File: src/rtl/exc_ctrl_pkg.sv
// Shared constants for the CP0-lite exception sequencer:
// cause codes, FSM encodings and MFC0 selects.
package exc_ctrl_pkg;

  localparam logic [4:0] EXC_INT  = 5'd0;
  localparam logic [4:0] EXC_ADEL = 5'd4;
  localparam logic [4:0] EXC_SYS  = 5'd8;
  localparam logic [4:0] EXC_RI   = 5'd10;
  localparam logic [4:0] EXC_OV   = 5'd12;

  localparam logic [2:0] ST_IDLE    = 3'd0;
  localparam logic [2:0] ST_FLUSH   = 3'd1;
  localparam logic [2:0] ST_VECTOR  = 3'd2;
  localparam logic [2:0] ST_HANDLER = 3'd3;
  localparam logic [2:0] ST_RETURN  = 3'd4;

  localparam logic [1:0] SEL_STATUS = 2'd0;
  localparam logic [1:0] SEL_CAUSE  = 2'd1;
  localparam logic [1:0] SEL_EPC    = 2'd2;
  localparam logic [1:0] SEL_BADV   = 2'd3;

  function automatic logic [31:0] cause_word(
    input logic [4:0] code
  );
    return {25'd0, code, 2'b00};
  endfunction

endpackage

File: src/rtl/exc_prio_enc.sv
// Fixed-priority encoder from exception requests to {take, code}.
// Order: ill > address error > ovf > sys > irq.
module exc_prio_enc
  import exc_ctrl_pkg::*;
(
  input  logic       ill,
  input  logic       adel,
  input  logic       ovf,
  input  logic       sys,
  input  logic       irq,
  output logic       take,
  output logic [4:0] code
);

  always_comb begin
    take = 1'b1;
    code = EXC_INT;
    priority case (1'b1)
      ill:     code = EXC_RI;
      adel:    code = EXC_ADEL;
      ovf:     code = EXC_OV;
      sys:     code = EXC_SYS;
      irq:     code = EXC_INT;
      default: take = 1'b0;
    endcase
  end

endmodule

File: src/rtl/exc_ctrl.sv
// CP0-lite exception/interrupt sequencer: captures EPC/CAUSE/STATUS,
// flushes, vectors, and returns on ERET. Option: EXC_BADADDR_EN.
module exc_ctrl
  import exc_ctrl_pkg::*;
#(
  parameter logic [31:0] VECTOR_ADDR = 32'h0000_0180,
  parameter logic        RESET_IE    = 1'b1
) (
  input  logic        clk,
  input  logic        rst,
  input  logic        instr_valid,
  input  logic [31:0] cur_pc,
  input  logic        exc_ill,
  input  logic        exc_ovf,
  input  logic        exc_sys,
  input  logic        irq,
  input  logic        eret,
`ifdef EXC_BADADDR_EN
  input  logic        exc_addr_err,
  input  logic [31:0] bad_addr,
`endif
  input  logic [1:0]  mfc0_sel,
  output logic [31:0] mfc0_data,
  output logic        stall,
  output logic        flush,
  output logic        redirect,
  output logic [31:0] redirect_pc,
  output logic        in_handler
);

  logic [2:0]  state_q, state_d;
  logic [31:0] epc_q, epc_d;
  logic [31:0] cause_q, cause_d;
  logic        ie_q, ie_d;
  logic        df_q, df_d;
  logic        in_handler_q, in_handler_d;
`ifdef EXC_BADADDR_EN
  logic [31:0] badv_q, badv_d;
`endif

  logic       adel_req;
  logic       irq_req;
  logic       take;
  logic [4:0] code;

`ifdef EXC_BADADDR_EN
  assign adel_req = instr_valid & exc_addr_err;
`else
  assign adel_req = 1'b0;
`endif

  // Interrupts are only taken from IDLE; in the handler IE is 0 anyway.
  assign irq_req = instr_valid & irq & ie_q
                 & (state_q == ST_IDLE);

  exc_prio_enc u_prio (
    .ill  (instr_valid & exc_ill),
    .adel (adel_req),
    .ovf  (instr_valid & exc_ovf),
    .sys  (instr_valid & exc_sys),
    .irq  (irq_req),
    .take (take),
    .code (code)
  );

  always_comb begin
    state_d      = state_q;
    epc_d        = epc_q;
    cause_d      = cause_q;
    ie_d         = ie_q;
    df_d         = df_q;
    in_handler_d = in_handler_q;
`ifdef EXC_BADADDR_EN
    badv_d       = badv_q;
`endif
    unique case (state_q)
      ST_IDLE: begin
        if (take) begin
          state_d = ST_FLUSH;
          cause_d = cause_word(code);
          epc_d   = (code == EXC_INT) ? cur_pc + 32'd4
                                      : cur_pc;
`ifdef EXC_BADADDR_EN
          badv_d  = bad_addr;
`endif
        end
      end
      ST_FLUSH: begin
        ie_d    = 1'b0;
        state_d = ST_VECTOR;
      end
      ST_VECTOR: begin
        in_handler_d = 1'b1;
        state_d      = ST_HANDLER;
      end
      ST_HANDLER: begin
        // A fault inside the handler beats a same-cycle ERET.
        if (take) begin
          df_d    = 1'b1;
          cause_d = cause_word(code);
          state_d = ST_FLUSH;
`ifdef EXC_BADADDR_EN
          badv_d  = bad_addr;
`endif
        end else if (instr_valid & eret) begin
          state_d = ST_RETURN;
        end
      end
      ST_RETURN: begin
        ie_d         = 1'b1;
        in_handler_d = 1'b0;
        state_d      = ST_IDLE;
      end
      default: state_d = ST_IDLE;
    endcase
  end

  always_ff @(posedge clk) begin
    if (rst) begin
      state_q      <= ST_IDLE;
      epc_q        <= 32'd0;
      cause_q      <= 32'd0;
      ie_q         <= RESET_IE;
      df_q         <= 1'b0;
      in_handler_q <= 1'b0;
`ifdef EXC_BADADDR_EN
      badv_q       <= 32'd0;
`endif
    end else begin
      state_q      <= state_d;
      epc_q        <= epc_d;
      cause_q      <= cause_d;
      ie_q         <= ie_d;
      df_q         <= df_d;
      in_handler_q <= in_handler_d;
`ifdef EXC_BADADDR_EN
      badv_q       <= badv_d;
`endif
    end
  end

  assign stall      = (state_q == ST_FLUSH);
  assign flush      = (state_q == ST_FLUSH);
  assign redirect   = (state_q == ST_VECTOR)
                    | (state_q == ST_RETURN);
  assign in_handler = in_handler_q;

  always_comb begin
    redirect_pc = 32'd0;
    if (state_q == ST_VECTOR) redirect_pc = VECTOR_ADDR;
    if (state_q == ST_RETURN) redirect_pc = epc_q;
  end

  always_comb begin
    mfc0_data = 32'd0;
    unique case (mfc0_sel)
      SEL_STATUS: mfc0_data = {30'd0, df_q, ie_q};
      SEL_CAUSE:  mfc0_data = cause_q;
      SEL_EPC:    mfc0_data = epc_q;
`ifdef EXC_BADADDR_EN
      SEL_BADV:   mfc0_data = badv_q;
`else
      SEL_BADV:   mfc0_data = 32'd0;
`endif
      default:    mfc0_data = 32'd0;
    endcase
  end

endmodule

File: config.mk
export PLATFORM = sky130hd
export DESIGN_NAME = exc_ctrl
export DESIGN_NICKNAME = d
export VERILOG_FILES = /design/src/rtl/exc_ctrl_pkg.sv /design/src/rtl/exc_prio_enc.sv /design/src/rtl/exc_ctrl.sv
export SDC_FILE = /design/constraint.sdc
export NUM_CORES = 1
export LEC_CHECK = 0
export ABC_CLOCK_PERIOD_IN_PS = 3200
export CORE_MARGIN = 8
export CORE_UTILIZATION = 35
export CTS_CLUSTER_SIZE = 20
export DETAILED_ROUTE_END_ITERATION = 10
export PLACE_DENSITY = 0.77
export SLEW_MARGIN = 5
export SYNTH_ARGS = -nofsm -noshare
export SYNTH_HDL_FRONTEND = slang
export SYNTH_SLANG_ARGS = --single-unit
File: constraint.sdc
create_clock -name clk -period 3.2 [get_ports clk]
set_input_delay 0.8 -clock clk [delete_from_list [all_inputs] [get_ports clk]]
set_output_delay 0.8 -clock clk [all_outputs]
set_load 0.01 [all_outputs]
# Word-level counts from Yosys, hierarchy flattened
# Index checks and enable logic that the tools add are counted.
[totals]
regBits = 43
inputBits = 42
output_inout_bits = 68
[op_classes]
addsub = 1
eq_ne = 9
mux = 17
bitwise_logic = 8
reduce_logical = 10
[ops]
columns = ["cell", "count"]
rows = [
  ["one-hot mux 32 bit (4 select lines)", 1],
  ["2-to-1 mux 32 bit", 2],
  ["adder 32 x 3 -> 32 bit, second input constant", 1],
  ["one-hot mux 3 bit (4 select lines)", 1],
  ["2-to-1 mux 5 bit", 2],
  ["2-to-1 mux 3 bit", 3],
  ["2-to-1 mux 9 bit", 1],
  ["AND reduction 2 bit", 4],
  ["AND 1 bit", 7],
  ["equality test 3 x 2 -> 1 bit, second input constant", 2],
  ["zero test 5 bit", 1],
  ["equality test 2 bit, second input constant", 2],
  ["2-to-1 mux 1 bit", 4],
  ["2-to-1 mux 4 bit", 1],
  ["one-hot mux 1 bit (2 select lines)", 2],
  ["nonzero test 2 bit", 2],
  ["equality test 3 x 1 -> 1 bit, second input constant", 1],
  ["equality test 3 bit, second input constant", 1],
  ["zero test 3 bit", 1],
  ["inequality test 3 bit, second input constant", 1],
  ["equality test 2 x 1 -> 1 bit, second input constant", 1],
  ["zero test 2 bit", 1],
  ["inequality test 2 bit, second input constant", 1],
  ["OR reduction 2 bit", 1],
  ["bitwise OR 1 bit", 1],
]

# Depth between registers and ports, before layout
[depth]
ltp_word = 9
ltp_mapped = 7
depth_no_buf = 5

# Modules after synthesis
# From an unflattened synthesis, not the netlist that was laid out.
[unflattened]
cells_unflattened = 407
hier_area_um2 = 2996.6
[by_module_without_submodules]
columns = ["module", "n_inst", "cells_per_inst", "area_per_inst_um2", "seq_area_each_um2"]
rows = [
  ["exc_ctrl", 1, 397, 2942.8, 860.8],
  ["exc_prio_enc", 1, 10, 53.8, 0.0],
]

# Least setup slack after synthesis
# No wires, ideal clock.
[synth_path]
kind = "in2reg"
start = "in instr_valid"
end = "reg epc_q[31]"
arrival_time_ns = 2.120
required_time_ns = 3.084
setup_slack_ns = 0.964
stages = 7
path_buffers = 3
cell_sequence = "buf_2 -> or4b_1 -> buf_2 -> nor2_4 -> buf_6 -> nand2_1 -> o211a_1"
[synth_via]
elab_chain_len = 8
[synth_rtl]
columns = ["element", "line_no", "text"]
rows = [
  ["start, declared", "exc_ctrl.sv:11", "input logic instr_valid,"],
  ["AND 1 bit (2 in series)", "exc_ctrl.sv:53", "assign irq_req = instr_valid & irq & ie_q"],
  ["AND 1 bit", "exc_ctrl.sv:54", "& (state_q == ST_IDLE);"],
  ["2-to-1 mux 1 bit (4 in series)", "exc_prio_enc.sv:18", "priority case (1'b1)"],
  ["AND reduction 2 bit (no line)", "n/a", ""],
  ["end signal, assigned", "exc_ctrl.sv:131", "epc_q <= epc_d;"],
  ["end, declared", "exc_ctrl.sv:32", "logic [31:0] epc_q, epc_d;"],
]
# Parallel ways exist; a longest one is shown, timed or not.
# A chain may end at the register's enable or synchronous reset.

# Final worst setup path
[layout_path]
start = "in mfc0_sel[1]"
end = "out mfc0_data[3]"
[layout_via]
elab_chain_len = 2
[layout_rtl]
columns = ["element", "line_no", "text"]
rows = [
  ["start, declared", "exc_ctrl.sv:22", "input logic [1:0] mfc0_sel,"],
  ["equality test 2 bit, or another cell as far along", "exc_ctrl.sv:156", "unique case (mfc0_sel)"],
  ["one-hot mux 32 bit (4 select lines) *", "exc_ctrl.sv:156", ""],
  ["end, declared", "exc_ctrl.sv:23", "output logic [31:0] mfc0_data,"],
]
# Mark *: on every way between the ends. The rest lies on a longest branch, timed or not.

==> results.sh <==
export IMPL_status="complete, no violations"
export IMPL_cp_start_kind="input port"
export IMPL_fin_tns_setup_ns=0
export IMPL_fin_crit_ns=3.15
export IMPL_drt_vias_per_instance=5.63
export IMPL_drt_iter0_drc=194
export IMPL_gp_congestion=0.883
export IMPL_fp_coreArea_sq_um=8180
export IMPL_ys_top_cells_by_area="dfxtp_1, and3_1, and2_1"
export IMPL_dp_hpwl_um=7560
export IMPL_ys_flop_type="dfxtp_1"
export IMPL_synth_seq_cells=41
export IMPL_cts_sinks=41
export IMPL_antennaDiodeCount=0
export IMPL_wl_per_cell_um=16.7
export IMPL_skew_ns=0.00525
export IMPL_cap_violations=0
export IMPL_r2r_cells=6
export IMPL_fmax_mhz=317
export IMPL_syn_inst=387
export IMPL_async_reset_ff_share_pct=0
export IMPL_power_density_nw_per_um2=333
export IMPL_timing_final_ws_setup_ns=0.0470
export IMPL_setup_viol=0
export IMPL_crit_path_max_fanout=30
export IMPL_vdd_drop_max_uv=169
export IMPL_grt_start_max_net_pins=41
export IMPL_nFillCells=814
export IMPL_port_buffers=109
export IMPL_ctsHoldBuffers=0
export IMPL_r2r_end="epc_q[25]"
export IMPL_grtUsageTotal_pct=16.8
export IMPL_place_area_sq_um=4170
export IMPL_postLayoutCoreUtil_pct=52.5
export IMPL_syn_avg_cell_area_sq_um=7.62
export IMPL_route_detailed_drc=0
export IMPL_final_common_cell="clkdlybuf4s50_1"
export IMPL_ctsLongestPathBuffers=2
export IMPL_final_cell_mix="clkdlybuf4s50_1, dfxtp_1, and3_1"
export IMPL_dieArea_sq_um=11600
export IMPL_initial_core_util_pct=36.1
export IMPL_grt_pass1_wl_um=16000
export IMPL_die_h_um=108
export IMPL_maxSlewViolCount=0
export IMPL_synth_edff_count=0
export IMPL_p_total_mw=1.43
export IMPL_antenna_found_initial=0
export IMPL_layout_drive_gt1_share_pct=7.60
export IMPL_dr_pass1_iters=4
export IMPL_stdcell_area_sq_um=4290
export IMPL_antenna_left=0
export IMPL_whs_endpoint="cause_q[3]"
export IMPL_required_ns=2.40
export IMPL_synth_top_area_share_pct=27.8
export IMPL_timing_final_crit_share_pct=98.5
export IMPL_hold_depth=2
export IMPL_hold_class="flop to flop"
export IMPL_dp_slack_ns=0.00354
export IMPL_tightest_slew_ns=0.783
export IMPL_ys_seq_area_share_pct=27.8
export IMPL_grt_overflow_total=0
export IMPL_htree_levels=2
export IMPL_worstHoldStart="cause_q[3]"
export IMPL_syn_to_final_growth_pct=45.5
export IMPL_root_buffer="clkbuf_8"
export IMPL_slew_limit_headroom_pct=47.4
export IMPL_syn_nets=430
export IMPL_fp_dieW_um=108
export IMPL_grt_pass1_vias=3241
export IMPL_netlist_area_sq_um=2950
export IMPL_pin_count=110
export IMPL_cts_tree="built"
export IMPL_vias=3330
export IMPL_clock_latency_ns=0.30
export IMPL_p_leak_nw=1.66
export IMPL_yosys_cell_types_count=51
export IMPL_cts_inserted_buffers=5
export IMPL_crit_path_end_kind="output pin"
export IMPL_post_cts_buffers=0
export IMPL_synth_top_cell_by_area="dfxtp_1"
export IMPL_regToRegSetupSlack_ns=1.06
export IMPL_placementRows=33
export IMPL_clkTransAtPathRegs_ns=0.08
export IMPL_wl_um=9870
export IMPL_worst_ep_arrival_time_ns=2.35
export IMPL_crit_type="input port to output pin"
export IMPL_finalHoldViolCount=0
export IMPL_synth_warnings=0
export IMPL_rsz0062_at_grt="yes"
export IMPL_nets=529
export IMPL_rr_startpoint="state_q[2]"
==> what timing repair did <==
item / CTS / global route
gates resized for setup: 0 / 3
hold endpoints to repair: 0 / 0
endpoints found under the setup margin: 0 / 22
==> per-layer routing <==
layer / GRT usage [%] / share of wire (%) / vias up
li1: - / - / 1639
met1: 20.1 / 43 / 1577
met2: 28.7 / 48 / 105
met3: 4.07 / 7.0 / 9
met4: 5.15 / 1.1 / 0
met5: 0 / 0 / -
==> state kept, by name, summed over array words and instances, names as in the netlist <==
register / flops
state_q: 3
ie_q: 1
in_handler: 1
cause_q: 3
df_q: 1
epc_q: 32
==> cell type report <==
cell class              instances  area, sq um  share of cell area, %
repair buffers                127         1250                   29.2
inverters                       9         33.8                  0.787
multi-input cells             302         1940                   45.1
flip-flops and latches         41          821                   19.1
clock inverters                 3         46.3                   1.08
well taps                     105          131                   3.06
clock buffers                   5         68.8                   1.60
==> cell usage after synthesis, drive strengths merged, types with 3 or more instances <==
cell and instances:
o21ai 8, inv 9, nor2 29, nand2b 8, a211oi 9, nand2 27
and2 29, o211a 4, or3 9, nor4 12, nand3b 7, clkbuf 21
nor3 8, a311oi 9, o31ai 8, a22o 3, nand3 18, xor2 5
a21oi 17, or4 8, xnor2 5, nand4 16, dfxtp 41, and3 35
a311o 6, buf 14
==> metrics by stage <==
stage	hold WS, ns	cells
2_1_floorplan	0.436	387
3_3_place_gp	0.452	584
3_5_place_dp	0.468	584
4_1_cts	0.479	592
5_1_grt	0.489	592
6_report	0.476	592
==> worst max-delay path: stages <==
cell,delay [ns]
clkdlybuf4s50_1,0.48
nor2b_2,0.19
buf_12,0.18
a22o_1,0.16
clkdlybuf4s50_1,0.54
==> power breakdown <==
group	total [mW]	leakage, nW	switching (mW)	internal, mW
combinational	0.391	1.27	0.202	0.188
sequential	0.604	0.337	0.0436	0.561
clock	0.435	0.0543	0.202	0.234
==> logic make-up (layout without fill, tap and decap cells) <==
group | count (synthesis) | count (layout) | share of synthesized area, %
compound gates | 73 | 73 | 18.8
xor+xnor | 10 | 10 | 2.97
fa+ha+maj | 1 | 1 | 0.424
buf+inv | 44 | 144 | 6.88
flops | 41 | 41 | 27.8
mux | 2 | 2 | 0.679
simple gates | 216 | 216 | 42.4
==> how the worst max path moves through the flow <==
stage | cells past startpoint | slack [ns] | start | to
final | 5 | 0.05 | mfc0_sel[1] | mfc0_data[3]
after CTS | 5 | 0.03 | mfc0_sel[1] | mfc0_data[3]
after global placement | 5 | 0.07 | mfc0_sel[1] | mfc0_data[20]
after detailed placement | 5 | 0.004 | exc_sys | epc_q[19]
after global routing | 5 | -0.03 | mfc0_sel[1] | mfc0_data[3]
after floorplan | 7 | 0.96 | instr_valid | epc_q[31]
No activity file was read; power rests on OpenSTA's default activity.
